===== config.mk =====
export PLATFORM = sky130hd
export DESIGN_NAME = biquad_multichannel
export DESIGN_NICKNAME = d
export VERILOG_FILES = /design/src/rtl/biquad_multichannel.sv
export SDC_FILE = /design/constraint.sdc
export NUM_CORES = 2
export LEC_CHECK = 0
export ABC_AREA = 1
export CAP_MARGIN = 20
export CORE_UTILIZATION = 55
export DETAILED_ROUTE_END_ITERATION = 12
export GPL_TIMING_DRIVEN = 0
export PLACE_DENSITY = 0.72
export SYNTH_ARGS = -nofsm -noshare
export SYNTH_HDL_FRONTEND = slang
export SYNTH_SLANG_ARGS = --single-unit

===== constraint.sdc =====
create_clock -name clk -period 13.4 [get_ports clk]
set_input_delay 2.68 -clock clk [delete_from_list [all_inputs] [get_ports clk]]
set_output_delay 2.68 -clock clk [all_outputs]
set_load 0.05 [all_outputs]

===== src/rtl/biquad_multichannel.sv =====
// Time-multiplexed Direct-Form-I biquad serving CHANNELS channels through one multiplier.
// Each accepted sample takes five MAC cycles plus one output cycle. Coefficients are
// double-buffered so that a commit never lands mid-computation.
module biquad_multichannel #(
    parameter int unsigned W        = 16,
    parameter int unsigned CW       = 32,
    parameter int unsigned FRAC     = 30,
    parameter int unsigned CHANNELS = 2,
    parameter int unsigned CHW      = (CHANNELS > 1) ? $clog2(CHANNELS) : 1
) (
    input  logic                 clk,
    input  logic                 reset_n,
    input  logic                 in_valid,
    output logic                 in_ready,
    input  logic [CHW-1:0]       in_chan,
    input  logic signed [W-1:0]  in_data,
    output logic                 out_valid,
    output logic [CHW-1:0]       out_chan,
    output logic signed [W-1:0]  out_data,
    input  logic                 bypass,
    input  logic                 clear,
    input  logic                 coef_we,
    input  logic [2:0]           coef_addr,
    input  logic signed [CW-1:0] coef_data,
    input  logic                 coef_commit
);

    localparam int unsigned NCOEF = 5;
    localparam int unsigned PW    = W + CW;
    localparam int unsigned AW    = W + CW + 3;

    localparam logic signed [CW-1:0] Unity = CW'(1) << FRAC;
    localparam logic signed [AW-1:0] Half  = AW'(1) << (FRAC - 1);

    typedef enum logic [1:0] {StIdle, StMac, StOut} state_e;

    state_e                state_q, state_d;
    logic [2:0]            cnt_q, cnt_d;
    logic [CHW-1:0]        chan_q, chan_d;
    logic signed [W-1:0]   x_q, x_d;
    logic                  byp_q, byp_d;
    logic signed [AW-1:0]  acc_q, acc_d;
    logic                  out_valid_q, out_valid_d;
    logic signed [W-1:0]   out_data_q, out_data_d;
    logic [CHW-1:0]        out_chan_q, out_chan_d;
    logic                  rotate;

    logic signed [CW-1:0]  shadow_q [NCOEF];
    logic signed [CW-1:0]  shadow_d [NCOEF];
    logic signed [CW-1:0]  active_q [NCOEF];
    logic                  pending_q, pending_d;
    logic                  copy;

    logic signed [W-1:0]   x1_q [CHANNELS];
    logic signed [W-1:0]   x2_q [CHANNELS];
    logic signed [W-1:0]   y1_q [CHANNELS];
    logic signed [W-1:0]   y2_q [CHANNELS];

    logic                  accept;
    logic                  chan_ok;
    logic signed [CW-1:0]  mul_coef;
    logic signed [W-1:0]   mul_samp;
    logic signed [PW-1:0]  samp_ext, coef_ext, prod;
    logic signed [AW-1:0]  prod_ext;
    logic signed [AW-1:0]  rnd, scaled;
    logic signed [W-1:0]   sat_y, result;

    assign in_ready = reset_n && (state_q == StIdle) && !clear;
    assign accept   = in_valid && in_ready;
    assign chan_ok  = 32'(in_chan) < CHANNELS;

    assign out_valid = out_valid_q;
    assign out_data  = out_data_q;
    assign out_chan  = out_chan_q;

    // Select coefficient/history pair for the current MAC term.
    always_comb begin
        mul_coef = active_q[0];
        mul_samp = x_q;
        unique case (cnt_q)
            3'd0: begin mul_coef = active_q[0]; mul_samp = x_q;          end
            3'd1: begin mul_coef = active_q[1]; mul_samp = x1_q[chan_q]; end
            3'd2: begin mul_coef = active_q[2]; mul_samp = x2_q[chan_q]; end
            3'd3: begin mul_coef = active_q[3]; mul_samp = y1_q[chan_q]; end
            3'd4: begin mul_coef = active_q[4]; mul_samp = y2_q[chan_q]; end
            default: ;
        endcase
    end

    // Exact product via explicit sign extension; the full-precision sum is never truncated.
    assign samp_ext = {{CW{mul_samp[W-1]}}, mul_samp};
    assign coef_ext = {{W{mul_coef[CW-1]}}, mul_coef};
    assign prod     = samp_ext * coef_ext;
    assign prod_ext = {{(AW - PW){prod[PW-1]}}, prod};

    // Round half up, rescale and saturate the finished accumulation.
    assign rnd    = acc_q + Half;
    assign scaled = rnd >>> FRAC;
    always_comb begin
        sat_y = scaled[W-1:0];
        if (scaled[AW-1:W-1] != {(AW - W + 1){scaled[AW-1]}}) begin
            sat_y = scaled[AW-1] ? {1'b1, {(W - 1){1'b0}}} : {1'b0, {(W - 1){1'b1}}};
        end
    end
    assign result = byp_q ? x_q : sat_y;

    // FSM next state, accumulator and output strobe.
    always_comb begin
        state_d     = state_q;
        cnt_d       = cnt_q;
        chan_d      = chan_q;
        x_d         = x_q;
        byp_d       = byp_q;
        acc_d       = acc_q;
        out_valid_d = 1'b0;
        out_data_d  = out_data_q;
        out_chan_d  = out_chan_q;
        rotate      = 1'b0;
        if (clear) begin
            state_d = StIdle;
        end else begin
            unique case (state_q)
                StIdle: begin
                    if (accept && chan_ok) begin
                        state_d = StMac;
                        cnt_d   = 3'd0;
                        acc_d   = '0;
                        chan_d  = in_chan;
                        x_d     = in_data;
                        byp_d   = bypass;
                    end
                end
                StMac: begin
                    acc_d = acc_q + prod_ext;
                    cnt_d = cnt_q + 3'd1;
                    if (cnt_q == 3'd4) state_d = StOut;
                end
                StOut: begin
                    out_valid_d = 1'b1;
                    out_data_d  = result;
                    out_chan_d  = chan_q;
                    rotate      = 1'b1;
                    state_d     = StIdle;
                end
                default: state_d = StIdle;
            endcase
        end
    end

    // FSM and datapath registers.
    always_ff @(posedge clk or negedge reset_n) begin
        if (!reset_n) begin
            state_q     <= StIdle;
            cnt_q       <= '0;
            chan_q      <= '0;
            x_q         <= '0;
            byp_q       <= 1'b0;
            acc_q       <= '0;
            out_valid_q <= 1'b0;
            out_data_q  <= '0;
            out_chan_q  <= '0;
        end else begin
            state_q     <= state_d;
            cnt_q       <= cnt_d;
            chan_q      <= chan_d;
            x_q         <= x_d;
            byp_q       <= byp_d;
            acc_q       <= acc_d;
            out_valid_q <= out_valid_d;
            out_data_q  <= out_data_d;
            out_chan_q  <= out_chan_d;
        end
    end

    // Shadow write and deferred commit; the copy takes this cycle's write into account.
    always_comb begin
        for (int i = 0; i < NCOEF; i++) begin
            shadow_d[i] = shadow_q[i];
            if (coef_we && (coef_addr == 3'(i))) shadow_d[i] = coef_data;
        end
        copy      = (pending_q || coef_commit) && (state_q == StIdle) && !accept;
        pending_d = (pending_q || coef_commit) && !copy;
    end

    // Coefficient registers; reset to a unity passthrough.
    always_ff @(posedge clk or negedge reset_n) begin
        if (!reset_n) begin
            for (int i = 0; i < NCOEF; i++) begin
                shadow_q[i] <= (i == 0) ? Unity : '0;
                active_q[i] <= (i == 0) ? Unity : '0;
            end
            pending_q <= 1'b0;
        end else begin
            for (int i = 0; i < NCOEF; i++) begin
                shadow_q[i] <= shadow_d[i];
                if (copy) active_q[i] <= shadow_d[i];
            end
            pending_q <= pending_d;
        end
    end

    // Per-channel history; only the finishing channel rotates, clear wipes all.
    always_ff @(posedge clk or negedge reset_n) begin
        if (!reset_n) begin
            for (int c = 0; c < CHANNELS; c++) begin
                x1_q[c] <= '0;
                x2_q[c] <= '0;
                y1_q[c] <= '0;
                y2_q[c] <= '0;
            end
        end else if (clear) begin
            for (int c = 0; c < CHANNELS; c++) begin
                x1_q[c] <= '0;
                x2_q[c] <= '0;
                y1_q[c] <= '0;
                y2_q[c] <= '0;
            end
        end else if (rotate) begin
            x2_q[chan_q] <= x1_q[chan_q];
            x1_q[chan_q] <= x_q;
            y2_q[chan_q] <= y1_q[chan_q];
            y1_q[chan_q] <= result;
        end
    end

endmodule


======== Word level (Yosys, flattened, before mapping) ========
Index checks and enable logic that the tools add are counted.
operators by class
  bitwise logic cells ..................... 2
  mux-type cells .......................... 46
  $add $sub $neg .......................... 3
  reduce and logical (&&, ||, !) cells .... 24
  equal/unequal tests ..................... 14
  $lt $le $gt $ge ......................... 2
  multiply operators ...................... 1
operator list
  kind                                                  number
  two-way mux 32 bit                                    13
  two-way mux 16 bit                                    16
  bitwise mux 32 bit                                    4
  case mux 32 bit (4 select lines)                      1
  case mux 51 bit (2 select lines)                      1
  case mux 16 bit (4 select lines)                      1
  adder 51 x 31 -> 51 bit (second input constant)       1
  adder 51 x 48 -> 51 bit                               1
  two-way mux 51 bit                                    1
  multiplier 16 x 32 -> 48 bit                          1
  demux 16 bit (select 1 bit)                           1
  equality test 3 x 2 -> 1 bit (second input constant)  4
  logical AND 1 bit                                     12
  equality test 3 x 1 -> 1 bit (second input constant)  2
  equality test 3 bit (second input constant)           2
  two-way mux 2 bit                                     3
  inequality test 3 bit (second input constant)         2
  case mux 3 bit (2 select lines)                       1
  AND reduction 3 bit                                   2
  inequality test 5 bit                                 1
  case mux 2 bit (2 select lines)                       1
  AND reduction 2 bit                                   2
  nonzero test 2 bit                                    2
  adder 3 x 1 -> 3 bit (second input constant)          1
  13 further kinds                                      16
storage, ports and cells
  output and inout bits ................... 19
  register bits ........................... 541

======== Longest topological paths before layout ========
  depth in word-level cells ............... 8
  depth in mapped cells ................... 40

======== Least setup slack after synthesis ========
No wires, ideal clock.
  kind .................................... register to register
  from .................................... register cnt_q[0]
  to ...................................... register acc_q[47]
  cell stages (with the launch flop) ...... 35
  data arrival time ....................... 6818 ps
  slack ................................... 6516 ps
  clock period less this slack ............ 6884 ps
  buffers on the path ..................... 2
  required time ........................... 13334 ps
  cells stage by stage .................... dfrtp_1 -> ha_1 -> ha_1 -> inv_1 -> clkbuf_1 -> clkbuf_1 -> o22ai_1 -> a221oi_1 -> o21ai_2 -> inv_1 -> nor2_1 -> fa_1 -> inv_1 -> fa_1 -> fa_1 -> inv_1 -> fa_1 -> fa_1 -> inv_1 -> fa_1 -> inv_1 -> ha_1 -> nand2_1 -> inv_1 -> nand2_1 -> and2_1 -> a21boi_0 -> nor2_1 -> nor2_1 -> nand3_1 -> nand2_1 -> inv_1 -> o21ai_0 -> nand3_1 -> nand2_1
between the ends
  cells in the longest elaborated chain, start to end .. 5
  elaborated cells between the ends (all ways) .. 9
  those cells by class .................... add/sub (1); mul (1); eq/ne (4); mux (3)
ends and longest elaborated chain
  item                                                                                  line  source
  start, declared                                                                       38    logic [2:0] cnt_q, cnt_d;
  start signal, assigned                                                                164   cnt_q <= cnt_d;
  equality test 3 bit (tied with other cells)                                           80    unique case (cnt_q)
  case mux 16 bit (4 select lines) or case mux 32 bit (4 select lines) (tied branches)  80
  multiplier 16 x 32 -> 48 bit (*)                                                      93    assign prod = samp_ext * coef_ext;
  adder 51 x 48 -> 51 bit (*)                                                           134   acc_d = acc_q + prod_ext;
  case mux 51 bit (2 select lines) (*)                                                  122   unique case (state_q)
  end signal, assigned                                                                  158   acc_q <= '0;
  end signal, assigned                                                                  168   acc_q <= acc_d;
  end, declared                                                                         42    logic signed [AW-1:0] acc_q, acc_d;
Mark *: on every way between the ends. The rest lies on a longest branch, timed or not.
A chain may end at the register's enable or synchronous reset.

======== Worst setup path after layout ========
  from .................................... register cnt_q[2]
  to ...................................... register acc_q[32]
The elaborated chain is that of the path after synthesis.

==> key figures <==
Outcome
  – Run status: finished, final reports clean

Logic synthesis
  – Synthesized flop and latch total: 541
  – Asr flop ratio synth: 100.0%
  – Sequential area share after synthesis: a little under a third
  – Top_reg_cell synth: dfrtp_1
  – Mean Syn Cell Area: between 8 and 9 um2
  – Area leader, netlist: dfrtp_1
  – Mux share of post-synthesis cell area: 0.02339%
  – Ys Warns: 0
  – Main combinational cell family by area after synthesis: adder cells
  – Post-synthesis compound-gate area fraction: between 10 and 15%
  – EDFF count, synth: 0
  – Synth top area cells: dfrtp_1, fa_1, nand2_1
  – Cell variety after synth: slightly above 50
  – Synth Area in XOR/XNOR: less than 1%
  – Post-synth top area share: 31.52%
  – Syn_nets: 5813
  – Syn Std Cell Area: approximately 43000 um2
  – Synth Instances: between 5000 and 6000
  – Area share of fa/ha/maj cells after synthesis: 29.91%
  – Area share of and/or/nand/nor cells after synthesis: approximately 17%

Cells and area
  – Ant diodes: 0
  – Commonest non-fill, non-tap cell in the layout: nand2_1
  – Total Nets Final: 5961
  – Commonest non-fill, non-tap cells in the layout: nand2_1, inv_1, fa_1
  – Area Overhead vs Synth: 9.851%
  – Layout cells sized above 1: between 4 and 5%
  – Final Util: 61.48%

Place
  – Hpwl dp: just over 100 mm
  – RD Place Congestion: around 0.99
  – IO Port Bufs: 77

Floorplanning
  – Ports: 78
  – Die width: approximately 280 um
  – Starting Density: around 56%
  – Row count: between 100 and 150
  – Core area: about 76000 um2
  – Full die area: 78920 um2
  – Height of the die: between 200 and 300 um

STA
  – Final worst path period share: between 70% and 80%
  – Final worst path period need: ~9.6 ns
  – Final setup violation count: 0
  – Setup TNS: 0 ns
  – Max Fclk: 104.7 MHz
  – Fin. Hold Viols: 0
  – Slew Limit Fails: 0
  – RSZ-0062 raised after global routing: no
  – Final worst hold slack: roughly 0.48 ns
  – Slew HR: between 20% and 30%
  – Worst Skew: ~0.029 ns
  – Worst-margin pin slew: roughly 1.2 ns

Worst hold path
  – Hold path depth: 2
  – Worst Hold Class: flop to flop
  – Sink of the worst hold path: active_q[158]
  – Hold_sp: active_q[158]

Setup path
  – Critical path arrival: 10.04 ns
  – Reg2reg path depth: 29
  – WP buf/inv: 10
  – Cell family with most CP delay: adder cells
  – Max FO, Critical Path: 10
  – Worst reg2reg setup slack: approximately 3.8 ns
  – Setup CP Type: flop to flop
  – R2r endpoint: acc_q[32]
  – R2R Path Start: cnt_q[2]
  – Nature of the critical path endpoint: flop
  – Startpoint types: flop
  – CP most frequent cell: inv_1
  – Worst endpoint required time: 13.89 ns
  – Slowest CP cell: clkbuf_1
  – CP peak stage delay: 0.65 ns

GRT
  – Grt peak-use layer: met2
  – Met3 Usage GRT: ~6.8%
  – Vias in the first global route: 36130
  – Global-route wire length before repair: 205.0 mm
  – Total grt overflow: 0
  – Initial antenna violation count: 1
  – GRT Overall Usage: roughly a third
  – GR Util met2: 53.73%
  – Pin count of the biggest net entering global routing: 121
  – M1 GR Usage: a little under half

CTS
  – CTS tree: done
  – Post CTS Setup Buffer Count: 0
  – Num CTS Buffers: 57
  – CTS resizes: 0
  – Worst-path clk slew: 0.07 ns
  – Clock sinks: around 540
  – Hold buffer count at CTS: 0
  – Root Buffer: clkbuf_16
  – Clk_lat worst skew: between 0.6 and 0.7 ns
  – Htree depth: 2
  – CTS Buffer Depth: 3

Job
  – Max-Cap Viols: 0

Detailed routing
  – Residual DRC count: 0
  – Via count: between 30000 and 40000
  – First-pass iteration count of the detailed router: 6
  – DR iter-0 viols: roughly 3500
  – WL/cell: 20.77 um
  – Routed Antenna Nets: 0
  – DRT Wirelength: roughly 130 mm
  – Via density: about 5.6
==> through the flow <==
stage	std cells	area [um2]	worst slack, ns
5_1_grt	6282	47010	3.354
3_5_place_dp	6180	45040	4.129
3_3_place_gp	6168	44850	-14.79
2_1_floorplan	5061	42790	6.516
4_1_cts	6282	47010	4.029
6_report	6282	47010	3.849
==> area by class of cell <==
cell class	instances	area, um2
buffer	198	849.6
clock buffer	86	1675
clock inverter	16	289.0
fill	6751	29450
inverter	970	3641
multi-input combinational	3352	24770
sequential	541	13540
tap	1030	1289
timing repair buffer	89	950.9
==> layer usage <==
| metal | share of wire [%] | wire, um |
|---|---|---|
| met3 | 8.8 | 11490 |
| met5 | 0 | 0 |
| met1 | 40 | 51890 |
| met4 | 6.0 | 7890 |
| met2 | 45 | 59220 |
==> cells in the mapped netlist (8+ instances only) <==
cell type	number
o21ai_2	31
a31oi_1	8
inv_2	10
nor3_1	16
nand3_1	74
buf_2	49
inv_1	928
a221oi_1	31
ha_1	143
fa_1	550
nor2_1	462
nand3_2	12
a21o_1	8
buf_1	8
dfrtp_1	539
o221ai_1	11
o22ai_1	134
o21ai_0	371
clkinv_1	32
nand2_1	1267
nand2_2	28
a21oi_1	125
xnor2_1	10
clkbuf_1	134
xor2_1	10
==> cell families after synthesis <==
logic type,count (synthesis)
mux,1
buf+inv,1168
xor+xnor,21
compound gates,754
simple gates,1883
flops,541
fa+ha+maj,693
==> sequential cells by signal, summed over array words and instances, names as in the netlist <==
signal	count
byp_q	1
chan_q	1
shadow_q	160
y2_q	32
out_data	16
x_q	16
out_valid	1
x2_q	32
y1_q	32
state_q	2
pending_q	1
cnt_q	3
out_chan	1
active_q	160
acc_q	51
x1_q	32
==> how the worst max path moves through the flow <==
stage	slack [ns]	endpoint	startpoint	depth (start not counted)
after floorplan	6.52	acc_q[47]	cnt_q[0]	34
after global routing	3.35	acc_q[32]	cnt_q[2]	29
after CTS	4.03	acc_q[32]	cnt_q[2]	29
after global placement	-14.79	shadow_q[70]	reset_n	1
after detailed placement	4.13	acc_q[32]	cnt_q[2]	29
final	3.85	acc_q[32]	cnt_q[2]	29
==> worst min-delay path, cell delays in order (launching register included) <==
cell and delay [ns]:
dfstp_2 0.37, nand2_1 0.06, nand2_1 0.05
Power is not shown: default switching activity piles up to over one toggle a cycle in this logic, so the estimate is an artifact.
